**src/rtl/fram_rd_pix_ctrl.sv**
```systemverilog
// Frame-buffer read side: walks a two-bank line buffer in step with the display
// timing, tracks how many lines are ready, and blanks lines that were not filled.
module fram_rd_pix_ctrl #(
    parameter int          H_ACT     = 1920,
    parameter logic [23:0] BLANK_RGB = 24'h000000
) (
    input  logic        clk,
    input  logic        rst_n,
    input  logic        vs_in,
    input  logic        hs_in,
    input  logic        de_in,
    input  logic        line_done,
    input  logic [31:0] buf_rd_data,
    output logic [11:0] buf_rd_addr,
    output logic        line_req,
    output logic        line_req_bank,
    output logic        frame_start,
    output logic        vs_out,
    output logic        hs_out,
    output logic        de_out,
    output logic [23:0] pix_data,
    output logic        underflow,
    output logic        overflow
);

    localparam logic [10:0] COL_MAX = 11'(H_ACT - 1);

    logic        vs_d1, hs_d1, de_d1;
    logic        edge_ok;
    logic        bank;
    logic [10:0] col;
    logic [1:0]  avail;
    logic        line_valid;
    logic        prefetch_b1;

    logic vs_rise, de_rise, de_fall, consume;

    // The first cycle after reset has no real previous de_in sample, so a high
    // de_in there is a line already in progress, not a rising edge.
    assign vs_rise = vs_in & ~vs_d1;
    assign de_rise = de_in & ~de_d1 & edge_ok;
    assign de_fall = ~de_in & de_d1;
    assign consume = de_fall & line_valid & (avail != 2'd0);

    assign buf_rd_addr = {bank, col};

    always_ff @(posedge clk or negedge rst_n) begin
        if (!rst_n) begin
            vs_d1         <= 1'b0;
            hs_d1         <= 1'b0;
            de_d1         <= 1'b0;
            vs_out        <= 1'b0;
            hs_out        <= 1'b0;
            de_out        <= 1'b0;
            edge_ok       <= 1'b0;
            bank          <= 1'b0;
            col           <= '0;
            avail         <= 2'd0;
            line_valid    <= 1'b0;
            prefetch_b1   <= 1'b0;
            line_req      <= 1'b0;
            line_req_bank <= 1'b0;
            frame_start   <= 1'b0;
            pix_data      <= BLANK_RGB;
            underflow     <= 1'b0;
            overflow      <= 1'b0;
        end else begin
            vs_d1       <= vs_in;
            hs_d1       <= hs_in;
            de_d1       <= de_in;
            vs_out      <= vs_d1;
            hs_out      <= hs_d1;
            de_out      <= de_d1;
            edge_ok     <= 1'b1;
            frame_start <= vs_rise;
            line_req    <= 1'b0;
            pix_data    <= (de_d1 && line_valid) ? buf_rd_data[23:0] : BLANK_RGB;

            if (vs_rise) begin
                bank          <= 1'b0;
                col           <= '0;
                avail         <= 2'd0;
                line_valid    <= 1'b0;
                underflow     <= 1'b0;
                overflow      <= 1'b0;
                line_req      <= 1'b1;
                line_req_bank <= 1'b0;
                prefetch_b1   <= 1'b1;
            end else begin
                prefetch_b1 <= 1'b0;

                if (!de_in)
                    col <= '0;
                else if (col != COL_MAX)
                    col <= col + 11'd1;

                // Second half of the frame prefetch wins over a same-cycle line end.
                if (prefetch_b1) begin
                    line_req      <= 1'b1;
                    line_req_bank <= 1'b1;
                end else if (de_fall) begin
                    line_req      <= 1'b1;
                    line_req_bank <= bank;
                end

                if (de_fall)
                    bank <= ~bank;

                if (de_rise) begin
                    line_valid <= (avail != 2'd0);
                    if (avail == 2'd0)
                        underflow <= 1'b1;
                end

                if (line_done && !consume) begin
                    if (avail == 2'd2)
                        overflow <= 1'b1;
                    else
                        avail <= avail + 2'd1;
                end else if (consume && !line_done) begin
                    avail <= avail - 2'd1;
                end
            end
        end
    end

endmodule

```
**config.mk**
```make
export PLATFORM = sky130hd
export DESIGN_NAME = fram_rd_pix_ctrl
export DESIGN_NICKNAME = d
export VERILOG_FILES = /design/src/rtl/fram_rd_pix_ctrl.sv
export SDC_FILE = /design/constraint.sdc
export NUM_CORES = 1
export LEC_CHECK = 0
export ABC_AREA = 1
export CAP_MARGIN = 5
export CORE_ASPECT_RATIO = 0.9
export CORE_MARGIN = 3
export CORE_UTILIZATION = 43
export DETAILED_ROUTE_END_ITERATION = 8
export HOLD_SLACK_MARGIN = 0.05
export PLACE_DENSITY_LB_ADDON = 0.12
export SETUP_SLACK_MARGIN = 0.5
export SLEW_MARGIN = 20
export SYNTH_ARGS = -nofsm -noshare
export SYNTH_HDL_FRONTEND = slang
export SYNTH_SLANG_ARGS = --single-unit
```
**constraint.sdc**
```tcl
create_clock -name clk -period 1.5 [get_ports clk]
set_clock_uncertainty 0.15 [all_clocks]
set_input_delay 0.3 -clock clk [delete_from_list [all_inputs] [get_ports clk]]
set_output_delay 0.3 -clock clk [all_outputs]
set_load 0.05 [all_outputs]
```
==> impl_summary.log, run 1 <==
[metrics] CTS max path bufs: 2
[metrics] critical path launch point: col[1]$_DFFE_PN0P_
[metrics] via total after detailed routing: 2021
[metrics] metal1 wirelength: approximately 2500 um
[metrics] die boundary height: 71.2 um
[metrics] final total negative setup slack: -0.0588 ns
[metrics] Clock Root Buffer: clkbuf_8
[metrics] RSZ-0062 raised after global routing: yes
[metrics] router iterations before antenna repair: 4
[metrics] PwrDens: between 900 and 1000 nW/um^2
[metrics] length in cells of the worst reg-to-reg path: 6
[metrics] syn avg cell area: slightly below 10 sq um
[metrics] maximum VDD drop: between 900 and 1000 uV
[metrics] die outline width: 78.5 um
[metrics] Routability Congestion: between 0.8 and 0.9
[metrics] area share of the largest cell type after synthesis: 62.8%
[metrics] violated checks: negative hold slack, negative setup slack
[metrics] clock sink count: between 50 and 60
[metrics] Synth warnings: 0
[metrics] Starting DRT DRC Count: around 140
[metrics] via count of the first global-routing pass: about 1800
[metrics] Hold Slack: -0.217 ns
[metrics] post-detailed-route via-to-cell ratio: about 5.2
[metrics] total power of the final layout: 3.82 mW
[metrics] commonest cells after routing, fill and taps aside: 46 x dfrtp_2, 46 x buf_12, 34 x inv_1
[metrics] Routed met2 length: between 3000 and 4000 um
[metrics] area added between synthesis and finish: 104%
[metrics] antenna violations before repair: 0
[metrics] total congestion overflow: 0
[metrics] die area: 5590 sq um
[metrics] Critical Path Start Type: flop
[metrics] class of the most critical setup path: flop to flop
[metrics] hpwl dp: approximately 3700 um
[metrics] cell type with the largest total area after synthesis: dfrtp_1
[metrics] WL final: ~7300 um
[metrics] final standard cell count with taps included and fillers excluded: 390
[metrics] number of placement rows: 23
[metrics] maximum number of pins on one net before global-route repair: 25
[metrics] total leakage power: between 1.5 and 2 nW
[metrics] ys async rst share: 100%
[metrics] DRC: 0
[metrics] total placed cells including tap cells: 355
[metrics] clock insertion delay at the later pin of the skew report: roughly 0.3 ns
[metrics] number of storage elements in the synthesis netlist: a little over 50
[metrics] Final nets: between 300 and 400
[metrics] critical register-to-register path startpoint: col[1]$_DFFE_PN0P_
[metrics] Fill cells: 157
[metrics] Final Hold Vio Count: 15
[metrics] crit path time final: around 1.6 ns
[metrics] total number of H-tree levels: 2
[metrics] number of enable flip-flop cells after synthesis: 0
[metrics] minimum setup slack in the final design: -0.0519 ns
[metrics] Pins Over Slew Limit: 0
[metrics] most frequently used flop master after synthesis: dfrtp_1
[metrics] number of distinct library cells after synthesis: 28
[metrics] Initial Util: between 40 and 50%
[metrics] Gate Count Post-Synth: 211
[metrics] top metal layer carrying routed signals: met4
[metrics] cell area after layout: 4150 sq um
[metrics] Highest Clock Rate: around 640 MHz
[metrics] nets in the synthesized netlist: 250
[metrics] number of I/O port buffers: 73
[metrics] DR WL/cell: roughly 19 um
[metrics] ranking of synthesized cells by area: dfrtp_1 63%, inv_1 7.0%, nor2_1 7.0%, nand2_1 4.4%, nand3_2 2.5%
[metrics] sort of element at the end of the critical path: flop
[metrics] Max-Cap Viols: 0
[metrics] fraction of final layout cells sized beyond drive strength 1: a little under two thirds
[metrics] global-route total usage across every layer: 20.7%
[metrics] run status: complete, but fails checks
[metrics] worst slack at placement: -0.277 ns
[metrics] Top-Level Pins: 82
[metrics] final cell utilization of the core: approximately nine tenths
[metrics] Mapped Area: a little over 2000 sq um
[metrics] part of the Yosys area used for sequential elements: 62.8%
[metrics] CTS buffer count: 5
[metrics] clock tree from TritonCTS: yes
[metrics] type of the tightest min-delay check: input pin to asynchronous set/reset pin
[metrics] arrival time at the worst endpoint: 1.61 ns
[metrics] first-pass GRT wire length: about 9100 um
[metrics] highest net fanout along the worst path: 4
[metrics] placed instance area: roughly 3500 sq um
[metrics] remaining number of nets flagged by the antenna check after routing: 0
[metrics] required time worst endpoint: 1.56 ns
[metrics] period utilisation layout: 103%
[metrics] total setup violations reported at the end of the flow: 2
[metrics] Core Footprint: 4520 sq um
[metrics] met3 wire length: 563 um
[metrics] ANT cells: 0
[metrics] post-CTS clock slew at the launch and capture registers of the worst setup and hold paths: ~0.090 ns
## worst paths after layout
path	slack [ns]	endpoint
worst max-delay path	-0.05	col[4]$_DFFE_PN0P_
max in group asynchronous	0.93	underflow$_DFFE_PN0P_
min in group clk	0.15	vs_d1$_DFF_PN0_
worst min register to register	0.23	hs_out$_DFF_PN0_
worst max register to register	-0.05	col[4]$_DFFE_PN0P_
worst min-delay path	-0.22	pix_data[13]$_DFF_PN0_
## Yosys cell counts, types with 2 or more instances
library cell and n:
nand2_2 2, o21ai_0 4, nand2_1 24, nand3_2 5, nand3_1 9, nand4_1 6
inv_2 4, clkbuf_1 2, a31oi_1 3, a21oi_1 5, inv_1 38, nor2_2 3
o21ai_1 4, nor2_1 38, dfrtp_1 51
## cell type report
class                           instances  area [sq um]  share of cell area [%]
Timing Repair Buffer                  110          1530                    36.8
Sequential cell                        51          1330                    32.2
Multi-Input combinational cell        116           940                    22.7
Inverter                               43           169                    4.07
Clock buffer                            8           100                    2.41
Tap cell                               62          77.6                    1.87
## registers in the layout, summed over array words and instances, names as in the netlist
signal / cells
pix_data: 24
hs_out: 1
edge_ok: 1
line_req: 1
frame_start: 1
bank: 1
vs_d1: 1
overflow: 1
avail: 2
de_d1: 1
underflow: 1
de_out: 1
line_req_bank: 1
line_valid: 1
hs_d1: 1
col: 11
vs_out: 1
## metal layers
metal  track usage, %  vias to the layer above
li1                 -                      883
met1             26.5                      985
met2             36.1                      127
met3             5.65                       26
met4             3.50                        0
met5                0                        -
## power breakdown
part | leakage, nW | internal [mW] | switching [mW] | total (mW)
registers | 0.607 | 1.50 | 0.125 | 1.62
clock network | 0.0515 | 0.422 | 0.447 | 0.869
logic | 1.18 | 0.608 | 0.718 | 1.33
## cells by family (layout without fill, tap and decap cells)
group | Yosys count | in the layout | share of synthesized area (%)
compound gates | 18 | 18 | 5.11
xor+xnor | 1 | 1 | 0.431
fa+ha+maj | 1 | 1 | 0.616
buf+inv | 46 | 161 | 8.68
flops | 51 | 51 | 62.8
other cells | 1 | 1 | 0.185
simple gates | 93 | 95 | 22.2
## timing repair
item / in CTS / in global routing
gates cloned: 0 / 2
endpoints found under the hold margin: 15 / 15
gates resized for setup: 31 / 73
setup buffers: 16 / 9
pin swaps: 11 / 13
setup endpoints to repair: 88 / 88
## critical path, stage by stage (launching register included)
cell	delay [ns]
dfrtp_2	0.45
ha_4	0.17
buf_4	0.11
nand2_1	0.07
nor2_2	0.17
o21ai_0	0.14
a31oi_1	0.20
Note: power is estimated with default switching activity, not from simulation.
==> run 2: changes to the inputs <==
--- a/config.mk
+++ b/config.mk
@@ -18,3 +18,4 @@
 export SYNTH_ARGS = -nofsm -noshare
 export SYNTH_HDL_FRONTEND = slang
 export SYNTH_SLANG_ARGS = --single-unit
+export TNS_END_PERCENT = 1
==> impl_summary.log, run 2 (synthesis results as in run 1) <==
[metrics] Final nets: 350 (-4.4%)
[metrics] flop-to-flop setup slack: 0.11 ns (+0.16 ns)
[metrics] total power of the final layout: 3.35 mW (-12%)
[metrics] slowest cell delay on critical path: 0.45 ns (about the same)
[metrics] crit path time final: 1.47 ns (-0.0834 ns)
[metrics] Highest Clock Rate: 681 MHz (+5.7%)
[metrics] CTS buffer count: 5 (unchanged)
[metrics] commonest cells after routing, fill and taps aside: 45 x dfrtp_1, 44 x buf_12, 38 x inv_1
[metrics] cell chain of the critical path: buf_6 > buf_12
[metrics] PwrDens: 936 nW/um^2 (+1.7%)
[metrics] top register by number of flip-flops: pix_data
[metrics] leading registers by flop count: pix_data (24), col (11), avail (2)
[metrics] critical path endpoint: buf_rd_addr[0]
[metrics] Pins Over Slew Limit: 0 (unchanged)
[metrics] run status: complete, no violations
[metrics] maximum number of pins on one net before global-route repair: 32 (+28%)
[metrics] endpoint of the worst-slack reg-to-reg timing path: col[8]$_DFFE_PN0P_
[metrics] die boundary height: 71.2 um (unchanged)
[metrics] RSZ-0062 raised after global routing: yes
[metrics] length in cells of the worst reg-to-reg path: 7 (+1)
[metrics] hpwl dp: 3650 um (-0.67%)
[metrics] Top-Level Pins: 82 (unchanged)
[metrics] CTS max path bufs: 2 (unchanged)
[metrics] fraction of final layout cells sized beyond drive strength 1: 32.1% (-31 points)
[metrics] maximum VDD drop: 969 uV (+4.2%)
[metrics] total number of H-tree levels: 2 (unchanged)
[metrics] router iterations before antenna repair: 4 (unchanged)
[metrics] die outline width: 78.5 um (unchanged)
[metrics] class of the most critical setup path: flop to output port
[metrics] most common library cell in the layout ignoring fill and taps: dfrtp_1
[metrics] first-pass GRT wire length: 7890 um (-13%)
[metrics] post-CTS clock slew at the launch and capture registers of the worst setup and hold paths: 0.09 ns (about the same)
[metrics] Starting DRT DRC Count: 76 (-44%)
[metrics] critical-path cell with the highest stage delay: dfrtp_2
[metrics] Core Footprint: 4520 sq um (unchanged)
[metrics] Final Hold Vio Count: 0 (-15)
[metrics] arrival time at the worst endpoint: 1.02 ns (-0.59 ns)
[metrics] area added between synthesis and finish: 76.3%
[metrics] post-detailed-route via-to-cell ratio: 4.54 (-12%)
[metrics] DR WL/cell: 12.5 um (-33%)
[metrics] highest net fanout along the worst path: 3 (-1)
[metrics] antenna violations before repair: 0 (unchanged)
[metrics] via count of the first global-routing pass: 1681 (-7.1%)
[metrics] number of I/O port buffers: 73 (unchanged)
[metrics] required time worst endpoint: 1.05 ns (-0.51 ns)
[metrics] clock insertion delay at the later pin of the skew report: 0.29 ns (about the same)
[metrics] period utilisation layout: 97.9% (-5.6 points)
[metrics] flip-flop count of the largest register after layout: 24 (unchanged)
[metrics] WL final: 4690 um (-36%)
[metrics] DRC: 0 (unchanged)
[metrics] sort of element at the end of the critical path: output port
[metrics] Critical Path Start Type: flop
[metrics] die area: 5590 sq um (unchanged)
[metrics] clock sink count: 51 (unchanged)
[metrics] global-route total usage across every layer: 17.8% (-2.9 points)
[metrics] via total after detailed routing: 1698 (-16%)
[metrics] number of instances on the worst hold path: 1
[metrics] ANT cells: 0 (unchanged)
[metrics] critical path launch point: col[0]$_DFFE_PN0P_
[metrics] final total negative setup slack: 0 ns (+0.0588 ns)
[metrics] total leakage power: 1.77 nW (-3.9%)
[metrics] number of placement rows: 23 (unchanged)
[metrics] Initial Util: 45.0% (unchanged)
[metrics] Max-Cap Viols: 0 (unchanged)
[metrics] total setup violations reported at the end of the flow: 0 (-2)
[metrics] remaining number of nets flagged by the antenna check after routing: 0 (unchanged)
[metrics] Routability Congestion: 0.829 (-3.0%)
[metrics] critical register-to-register path startpoint: col[0]$_DFFE_PN0P_
[metrics] clock tree from TritonCTS: yes
[metrics] type of the tightest min-delay check: input pin to flop
[metrics] Clock Root Buffer: clkbuf_8
[metrics] total congestion overflow: 0 (unchanged)
==> run 2: changes by cell type in the layout (fill, tap and decap cells not counted), moves of 5 or more <==
cell / change
nand3_1: +5
nor2_4: -20
nor2_2: -5
dfrtp_1: +40
nand2_1: +7
dfrtp_2: -40
buf_6: -9
nor2_1: +25
==> run 2: repair_timing <==
item                                    CTS  global route
hold buffers                              1             0
pin swaps                                 1             1
setup buffers                             3             0
endpoints found under the hold margin    51             0
gates resized for setup                   4             5
endpoints found under the setup margin   88           119
==> run 2: worst min path at each step <==
stage                          startpoint                    to  slack (ns)
after floorplan                     rst_n  avail[0]$_DFFE_PN0P_       -0.15
after global placement              rst_n       hs_d1$_DFF_PN0_        0.14
after detailed placement            rst_n       hs_d1$_DFF_PN0_        0.15
after CTS                 hs_d1$_DFF_PN0_      hs_out$_DFF_PN0_        0.21
after global routing                de_in       de_d1$_DFF_PN0_        0.09
final                               de_in       de_d1$_DFF_PN0_        0.09
==> run 2: routing by layer <==
metal / vias to the layer above / track usage [%] / routed length [um]
met1: 799 / 23.6 / 2030
met5: - / 0 / 0
met3: 5 / 3.39 / 248
met2: 50 / 30.5 / 2360
li1: 844 / - / -
met4: 0 / 4.66 / 47
==> run 2: critical path, delay by kind of cell (launching register included) <==
family	cells	cell delay (ns)
buf+inv	2	0.28
flops	1	0.45
==> run 2: where the power goes <==
| group | switching [mW] | leakage, nW | internal, mW |
|---|---|---|---|
| sequential | 0.105 | 0.666 | 1.48 |
| clock | 0.420 | 0.0482 | 0.373 |
| combinational | 0.511 | 1.05 | 0.462 |
| total | 1.04 | 1.77 | 2.32 |
==> run 2: stage by stage <==
step                      cells  area [sq um]  hold WS, ns  setup slack (ns)  utilization [%]
final                       374          3580       0.0897            0.0315             79.3
after floorplan             211          2050       -0.146           -0.0907                -
after detailed placement    362          3420        0.148            -0.253             75.8
after global routing        374          3580       0.0889            0.0154             79.3
after CTS                   374          3560        0.214            0.0266             78.9
after global placement      362          3420        0.142            -0.195             75.8
==> run 2: final cells by class <==
class                           instances  area [sq um]
Fill cell                             277           936
Inverter                               43           164
Tap cell                               62          77.6
Multi-Input combinational cell        114           614
Sequential cell                        51          1280
Timing Repair Buffer                   96          1350
Clock buffer                            7          86.3
Clock inverter                          1          5.00
==> run 3: changes to the inputs <==
--- a/config.mk
+++ b/config.mk
@@ -9,11 +9,13 @@
 export CAP_MARGIN = 5
 export CORE_ASPECT_RATIO = 0.9
 export CORE_MARGIN = 3
-export CORE_UTILIZATION = 43
+export CORE_UTILIZATION = 45
 export DETAILED_ROUTE_END_ITERATION = 8
+export DONT_BUFFER_PORTS = 1
 export HOLD_SLACK_MARGIN = 0.05
 export PLACE_DENSITY_LB_ADDON = 0.12
 export SETUP_SLACK_MARGIN = 0.5
+export SKIP_LAST_GASP = 1
 export SLEW_MARGIN = 20
 export SYNTH_ARGS = -nofsm -noshare
 export SYNTH_HDL_FRONTEND = slang
==> impl_summary.log, run 3 (synthesis results as in run 1) <==
[metrics] cell area after layout: 2720 sq um (-24%)
[metrics] arrival time at the worst endpoint: 1.49 ns (+0.47 ns)
[metrics] Routability Congestion: 0.845 (+1.9%)
[metrics] flip-flop count of the largest register after layout: 24 (unchanged)
[metrics] Top-Level Pins: 82 (unchanged)
[metrics] Switching Share: 30.9% (about the same)
[metrics] multi-input gate area in the final layout: 623 sq um (+1.4%)
[metrics] total congestion overflow: 0 (unchanged)
[metrics] CTS buffer count: 5 (unchanged)
[metrics] Final Hold Vio Count: 52 (+52)
[metrics] period utilisation layout: 96.7% (-1.2 points)
[metrics] die area: 5360 sq um (-4.1%)
[metrics] remaining number of nets flagged by the antenna check after routing: 0 (unchanged)
[metrics] DR WL/cell: 13.8 um (+10%)
[metrics] hold-fix buffers at CTS: 27 (+26)
[metrics] top register by number of flip-flops: pix_data
[metrics] commonest cells after routing, fill and taps aside: 42 x dfrtp_1, 38 x inv_1, 37 x nor2_1
[metrics] Final nets: 305 (-13%)
[metrics] type of the tightest min-delay check: input pin to asynchronous set/reset pin
[metrics] Hold Slack: -0.455 ns (-0.545 ns)
[metrics] class of the most critical setup path: flop to flop
[metrics] Highest Clock Rate: 689 MHz (+1.2%)
[metrics] clock tree from TritonCTS: yes
[metrics] Internal Pwr Total: 2.14 mW (-7.6%)
[metrics] worst slack at placement: 0.0961 ns (+0.349 ns)
[metrics] Fill cells: 323 (+17%)
[metrics] highest net fanout along the worst path: 6 (+3)
[metrics] Clock Root Buffer: clkbuf_8
[metrics] required time worst endpoint: 1.53 ns (+0.48 ns)
[metrics] DRC: 0 (unchanged)
[metrics] run status: complete, but fails checks
[metrics] total power of the final layout: 3.10 mW (-7.6%)
[metrics] Max-Cap Viols: 0 (unchanged)
[metrics] leading registers by flop count: pix_data (24), col (11), avail (2)
[metrics] Comb pwr share: 12.8% (-16 points)
[metrics] post-CTS clock slew at the launch and capture registers of the worst setup and hold paths: 0.09 ns (about the same)
[metrics] crit path time final: 1.45 ns (-0.0177 ns)
[metrics] die outline width: 76.8 um (-2.1%)
[metrics] placed instance area: 2240 sq um (-35%)
[metrics] RSZ-0062 raised after global routing: yes
[metrics] Critical Path Start Type: flop
[metrics] violated checks: negative hold slack
[metrics] ANT cells: 0 (unchanged)
[metrics] switching power summed over all nets: 0.957 mW (-7.6%)
[metrics] die boundary height: 69.8 um (-2.1%)
[metrics] sort of element at the end of the critical path: flop
[metrics] number of I/O port buffers: 0 (-100%)
[metrics] portion of total power attributed to sequential cells: 57.7% (+10 points)
[metrics] total leakage power: 1.40 nW (-21%)
[metrics] via total after detailed routing: 1606 (-5.4%)
[metrics] hpwl dp: 2840 um (-22%)
[metrics] number of placement rows: 22 (-4.3%)
[metrics] fraction of final layout cells sized beyond drive strength 1: 23.2% (-8.8 points)
[metrics] maximum number of pins on one net before global-route repair: 52 (+63%)
[metrics] post-detailed-route via-to-cell ratio: 4.91 (+8.2%)
[metrics] area added between synthesis and finish: 34.0%
[metrics] via count of the first global-routing pass: 1616 (-3.9%)
[metrics] Initial Util: 48.2% (+3.3 points)
[metrics] antenna violations before repair: 0 (unchanged)
[metrics] WL final: 4530 um (-3.5%)
[metrics] CTS max path bufs: 2 (unchanged)
[metrics] Pins Over Slew Limit: 0 (unchanged)
[metrics] most common library cell in the layout ignoring fill and taps: dfrtp_1
[metrics] router iterations before antenna repair: 4 (unchanged)
[metrics] clock sink count: 51 (unchanged)
[metrics] PwrDens: 1140 nW/um^2 (+22%)
[metrics] power share of the clock group: 29.6% (+5.9 points)
[metrics] first-pass GRT wire length: 7940 um (+0.62%)
[metrics] Starting DRT DRC Count: 64 (-16%)
[metrics] maximum VDD drop: 1180 uV (+21%)
[metrics] minimum setup slack in the final design: 0.0492 ns (+0.0177 ns)
[metrics] global-route total usage across every layer: 18.6% (+0.80 points)
[metrics] total setup violations reported at the end of the flow: 0 (unchanged)
[metrics] total number of H-tree levels: 2 (unchanged)
[metrics] Reg area: 1290 sq um (+0.29%)
[metrics] Core Footprint: 4210 sq um (-6.8%)
[metrics] clock insertion delay at the later pin of the skew report: 0.29 ns (about the same)
## run 3: changes by cell type in the layout (fill, tap and decap cells not counted), sizes merged
| cell | change |
|---|---|
| clkinv | -1 |
| dlygate4sd3 | +26 |
| clkdlybuf4s50 | -27 |
| dlymetal6s2s | -1 |
| buf | -43 |
| bufinv | +1 |
| clkbuf | -1 |
| clkinvlp | +1 |
## run 3: power groups by stage
stage | logic, mW | clock network (mW) | registers [mW]
global placement | 0.298 | 0 | 1.81
floorplan | 0.238 | 0 | 1.81
detailed placement | 0.325 | 0 | 1.81
finish | 0.396 | 0.916 | 1.79
global route | 0.449 | 1.02 | 1.80
CTS | 0.385 | 0.951 | 1.79
## run 3: layout make-up
cell class | instances | share of cell area (%)
flip-flops and latches | 51 | 47.3
clock buffers | 6 | 2.67
inverters | 43 | 5.93
well taps | 60 | 2.76
repair buffers | 51 | 17.1
clock inverters | 2 | 1.38
multi-input cells | 114 | 22.9
## run 3: critical path: stages, from the launching register on
cell and delay, ns:
dfrtp_2 0.40, ha_4 0.17, nand3_4 0.10, nor3_4 0.26, nand2_4 0.12, nand2_2 0.09, o21ai_2 0.05
## run 3: final timing paths
kind | endpoint | start | slack [ns] | cells past startpoint
max | col[0]$_DFFE_PN0P_ | col[1]$_DFFE_PN0P_ | 0.05 | 6
min | hs_out$_DFF_PN0_ | rst_n | -0.46 | 0
max reg2reg | col[0]$_DFFE_PN0P_ | col[1]$_DFFE_PN0P_ | 0.05 | 6
min reg2reg | hs_out$_DFF_PN0_ | hs_d1$_DFF_PN0_ | 0.22 | 0
max in group asynchronous | col[10]$_DFFE_PN0P_ | rst_n | 1.55 | 0
min in group clk | vs_d1$_DFF_PN0_ | vs_in | -0.12 | 0
## run 3: through the flow
stage	util (%)	TNS (ns)	std cells
floorplan	-	-0.400	211
global placement	53.2	0	285
detailed placement	53.2	0	285
CTS	63.6	0	325
global route	64.6	-0.00589	327
finish	64.6	0	327
## run 3: repair_timing
action | 4_1_cts | 5_1_grt
setup buffers | 5 | 2
endpoints found under the setup margin | 87 | 88
endpoints found under the hold margin | 82 | 53
pin swaps | 1 | 4
resized for setup | 8 | 6
## run 3: per-layer routing
layer | track usage, % | up-vias | routed length (um)
li1 | - | 757 | -
met1 | 23.2 | 772 | 1830
met2 | 31.3 | 72 | 2250
met3 | 5.97 | 5 | 407
met4 | 4.83 | 0 | 36
met5 | 0 | - | 0
==> edit 1: new RTL, settings of run 1 <==
`H_ACT`: 1920 -> 960.
--- a/src/rtl/fram_rd_pix_ctrl.sv
+++ b/src/rtl/fram_rd_pix_ctrl.sv
@@ -2,5 +2,5 @@
 // timing, tracks how many lines are ready, and blanks lines that were not filled.
 module fram_rd_pix_ctrl #(
-    parameter int          H_ACT     = 1920,
+    parameter int          H_ACT     = 960,
     parameter logic [23:0] BLANK_RGB = 24'h000000
 ) (
Check against the original RTL: same outputs for any inputs over 10 cycles, from zero or initial values and one cycle with rst_n low; that may be too few to reach the edited logic, so the function may still have changed.
==> edit 1 against run 1 <==
Total power up 0.78%; design area rose by 4.9%; the flow finishes with violations (setup timing); sequential cell count stayed put; combinational power rose by 7%; area after synthesis rose by 3.5%; worst setup slack got worse by 0.11 ns; routed wire length grew 21%; sequential share of layout area down 1.5 points; non-clock buffer count is 11 higher.
==> edit 1: results <==
group,metric,value,unit
synthesis,seq_area_frac_synth,0.607,
worst_hold_path,min_path_type,"in -> reg",
sta,finalHoldViolations,0,
global_route,grt_pass1_wl,9600,µm
setup_path,rr_worst_depth,5,
setup_path,timing.rr.start,"col[3]",
global_route,grt_pass1_vias,1954,
synthesis,yosysWarningCount,0,
synthesis,synthTopCellsByCount,"dfrtp_1 (51), inv_1 (40), nor2_1 (30)",
setup_path,arrival,1.69,ns
global_route,track_usage,0.219,
route,drt-total-wl,8820,µm
synthesis,synthTopCellsByArea,"dfrtp_1 (61%), inv_1 (7.1%), nor2_1 (5.4%)",
cts,htreeDepth,2,
placement,placed_cells,363,
synthesis,syn_inst,217,
final_layout,antenna_cells,0,
cts,root_buffer,"clkbuf_8",
cts,clockBufferDepth,2,
setup_path,cp_slowest_cell,"dfrtp_2",
final_layout,top_regs,"pix_data: 24 flops, col: 11 flops, avail: 2 flops",
setup_path,cpPeakStageDelay,0.44,ns
global_route,grt_start_max_net_pins,52,
cts,cts-buffers-inserted,5,
cts,insertion_delay,0.31,ns
run_status,outcome,"finished with violations",
power,ir_drop,0.920,mV
placement,gp_congestion,0.813,
run_status,violations,"setup timing",
sta,finalSetupViolCount,6,
synthesis,syn_nets,256,
worst_hold_path,min_to,"vs_d1",
sta,finalWorstSetupSlack,-0.159,ns
synthesis,async_flop_share,1.00,
route,wl_per_cell,21.7,µm
synthesis,synth_cell_type_count,32,
setup_path,crit_fanout,4,
final_layout,drive_gt1_frac,0.641,
cts,clkTransAtPathRegs,0.10,ns
route,drt_iter0_drc,153,
power,p_leak,1.93,nW
worst_hold_path,hold_depth,1,
final_layout,nets,383,
worst_hold_path,hp-start,"vs_in",
route,drt-pass1-iter-count,4,
placement,dp_hpwl,3890,µm
global_route,antenna_found_initial,0,
route,avgViaCountPerCell,5.32,
sta,tns,-0.412,ns
setup_path,worst-setup-path-type,"reg -> reg",
placement,pre_cts_ws,-0.250,ns
placement,placement.io_buffers,73,
setup_path,reg2reg_to,"col[7]",
edit 1: metal layers:
layer	vias up	global-route usage	wire, µm
met3	38	0.0533	507
met1	1082	0.245	3010
li1	930	-	-
met2	114	0.407	4900
met4	0	0.0687	412
met5	-	0	0
edit 1: what timing repair did:
action	4_1_cts	5_1_grt
buffers inserted	19	13
setup endpoints to repair	88	88
gates cloned	0	3
pin swaps	16	28
resized for setup	24	79
hold endpoints to repair	51	0
hold buffers	1	0
edit 1: power by group:
part | switching [mW] | total, mW | internal (mW)
registers | 0.115 | 1.61 | 1.49
logic | 0.769 | 1.42 | 0.649
clock network | 0.488 | 0.818 | 0.330
edit 1: stage by stage:
stage	hold WS, ns	total power [mW]	instance area, µm²
after floorplan	-0.146	2.10	2220
after global placement	0.160	2.60	3560
after detailed placement	0.164	2.63	3560
after CTS	0.0982	3.52	3900
after global routing	0.104	3.98	4350
final	0.111	3.85	4350
edit 1: cell families (layout without fill, tap and decap cells):
logic type                 Yosys count  after routing  synth area share
and+or+nand+nor                     96             99             0.241
DFF                                 51             51             0.607
AOI/OAI and AO/OA                   20             20            0.0529
buffers and inverters               48            173            0.0916
other                                1              1           0.00178
adders and majority gates            1              1           0.00595
edit 1: worst max-delay path by stage:
stage                           endpoint  slack (ns)  cells past startpoint
after floorplan                   col[0]       -0.07                      6
after global placement          avail[1]       -0.24                      8
after detailed placement        avail[1]       -0.25                      8
after CTS                 buf_rd_addr[1]        0.02                      2
after global routing              col[7]       -0.17                      5
final                             col[7]       -0.16                      5
edit 1: worst max-delay path, delay by kind of cell (launching register included):
kind            cells  cell delay, ns
compound gates      1            0.07
flops               1            0.44
buf+inv             1            0.12
simple gates        3            0.75
edit 1: layout make-up:
class / count / area [µm²]
repair buffers: 121 / 1650
flip-flops and latches: 51 / 1340
multi-input cells: 121 / 1010
fillers: 111 / 226
inverters: 44 / 186
well taps: 62 / 77.6
clock buffers: 7 / 76.3
clock inverters: 1 / 5.00
==> edit 2: new RTL, config.mk and constraints of run 1 <==
Made on the original files. Register the output `pix_data` once more, without a reset; this adds one clock of latency there. The other outputs are not delayed to match.
--- a/src/rtl/fram_rd_pix_ctrl.sv
+++ b/src/rtl/fram_rd_pix_ctrl.sv
@@ -25,4 +25,6 @@
 
     localparam logic [10:0] COL_MAX = 11'(H_ACT - 1);
+
+    logic [23:0] pix_data_s0;
 
     logic        vs_d1, hs_d1, de_d1;
@@ -62,5 +64,5 @@
             line_req_bank <= 1'b0;
             frame_start   <= 1'b0;
-            pix_data      <= BLANK_RGB;
+            pix_data_s0   <= BLANK_RGB;
             underflow     <= 1'b0;
             overflow      <= 1'b0;
@@ -75,5 +77,5 @@
             frame_start <= vs_rise;
             line_req    <= 1'b0;
-            pix_data    <= (de_d1 && line_valid) ? buf_rd_data[23:0] : BLANK_RGB;
+            pix_data_s0 <= (de_d1 && line_valid) ? buf_rd_data[23:0] : BLANK_RGB;
 
             if (vs_rise) begin
@@ -125,4 +127,8 @@
     end
 
+    always_ff @(posedge clk) begin
+        pix_data <= pix_data_s0;
+    end
+
 endmodule
 
Formal check against the unedited RTL: not equivalent (Yosys sat finds a counterexample within 4 cycles, from zero or initial values and one cycle with rst_n low).
==> edit 2 against run 1 <==
The run ends with setup timing left; sequential power up 41%; count of clock-buffer cells in the layout increased by 2; sequential share of layout area grew 4.4 points; area after synthesis rose by 27%; total power grew 43%; design area increased by 20%; sequential cell count grew 24; worst setup slack improved by 0.030 ns; routed wire length decreased by 0.76%; clock power up 110%.
==> edit 2: results <==
group,metric,value,unit
synthesis,seq_area_frac_synth,0.682,
placement,dp_hpwl,4030,µm
sta,finalWorstSetupSlack,-0.0223,ns
global_route,grt_pass1_vias,2330,
synthesis,synthTopCellsByArea,"dfrtp_1 (50%), dfxtp_1 (19%), inv_1 (5.8%)",
placement,gp_congestion,0.885,
route,avgViaCountPerCell,4.77,
synthesis,synthTopCellsByCount,"dfrtp_1 (51), inv_1 (40), nor2_1 (34)",
global_route,track_usage,0.222,
power,p_leak,2.28,nW
cts,htreeDepth,3,
global_route,antenna_found_initial,0,
global_route,grt_start_max_net_pins,52,
run_status,violations,"setup timing",
sta,finalSetupViolCount,4,
worst_hold_path,min_path_type,"in -> reg",
final_layout,top_regs,"pix_data: 24 flops, pix_data_s0: 24 flops, col: 11 flops",
sta,tns,-0.0564,ns
synthesis,syn_nets,282,
setup_path,arrival,1.59,ns
flow_run,max_cap_violations,0,
run_status,outcome,"finished with violations",
cts,insertion_delay,0.33,ns
route,drt-pass1-iter-count,4,
setup_path,crit_fanout,5,
power,ir_drop,1.21,mV
synthesis,synth_cell_type_count,31,
final_layout,nets,410,
synthesis,yosysWarningCount,0,
route,drt_iter0_drc,103,
final_layout,drive_gt1_frac,0.604,
cts,cts-buffers-inserted,9,
global_route,grt_pass1_wl,11600,µm
final_layout,nFillCells,262,
route,drt-total-wl,7230,µm
sta,clock.fmax,657,MHz
synthesis,async_flop_share,0.680,
-- edit 2: worst max-delay path: stages, from the launching register on --
cell and delay, ns:
dfrtp_2 0.41, ha_4 0.16, inv_4 0.05, nor2_8 0.12, nand2_4 0.07, nor2_4 0.16
nand3_4 0.15, nand2_4 0.09, o21ai_2 0.05
-- edit 2: timing repair --
action	4_1_cts	5_1_grt
hold endpoints to repair	51	0
endpoints found under the setup margin	87	88
setup buffers	20	8
cloned	3	0
pin swaps	16	14
resized for setup	79	25
hold buffers	1	0
-- edit 2: stage by stage --
stage	instance area (µm²)	worst slack (ns)	std cells	power (mW)	util
4_1_cts	4800	-0.0220	438	5.39	0.838
5_1_grt	4960	-0.0699	446	5.69	0.866
3_5_place_dp	4020	-0.344	398	3.33	0.702
2_1_floorplan	2670	-0.121	243	2.77	-
6_report	4960	-0.0223	446	5.46	0.866
3_3_place_gp	4020	-0.267	398	3.30	0.702
-- edit 2: cell type report --
cell class | count | area share
flip-flops and latches | 75 | 0.366
repair buffers | 120 | 0.337
multi-input cells | 120 | 0.196
inverters | 45 | 0.0351
clock buffers | 10 | 0.0258
clock inverters | 6 | 0.0227
well taps | 70 | 0.0177
-- edit 2: path summary, 6_finish.rpt --
check                                      from               to  slack (ns)  cells after the start
worst max-delay path                     col[1]           col[0]       -0.02                      8
worst min-delay path                      vs_in            vs_d1        0.15                      1
worst max register to register           col[1]           col[0]       -0.02                      8
worst min register to register  pix_data_s0[15]     pix_data[15]        0.19                      0
max in group asynchronous                 rst_n           col[7]        0.62                      3
min in group asynchronous                 rst_n  pix_data_s0[12]        0.32                      3
-- edit 2: layer usage --
metal,vias to the layer above,global-route usage,share of wire
li1,998,-,-
met1,1056,0.248,0.37
met5,-,0,0
met2,67,0.398,0.56
met4,0,0.0613,0.012
met3,6,0.0774,0.055
-- edit 2: power by group --
group / internal, mW / switching [mW] / total [mW]
combinational: 0.639 / 0.680 / 1.32
sequential: 2.17 / 0.124 / 2.29
clock: 1.11 / 0.737 / 1.85
total: 3.92 / 1.54 / 5.46
-- edit 2: cells by family (layout without fill, tap and decap cells) --
kind of cell / Yosys count / after routing / synth area share
fa+ha+maj: 1 / 1 / 0.00486
buf+inv: 48 / 181 / 0.0714
compound gates: 18 / 18 / 0.0432
flops: 75 / 75 / 0.682
other cells: 1 / 1 / 0.00146
simple gates: 99 / 99 / 0.193
xor+xnor: 1 / 1 / 0.00340
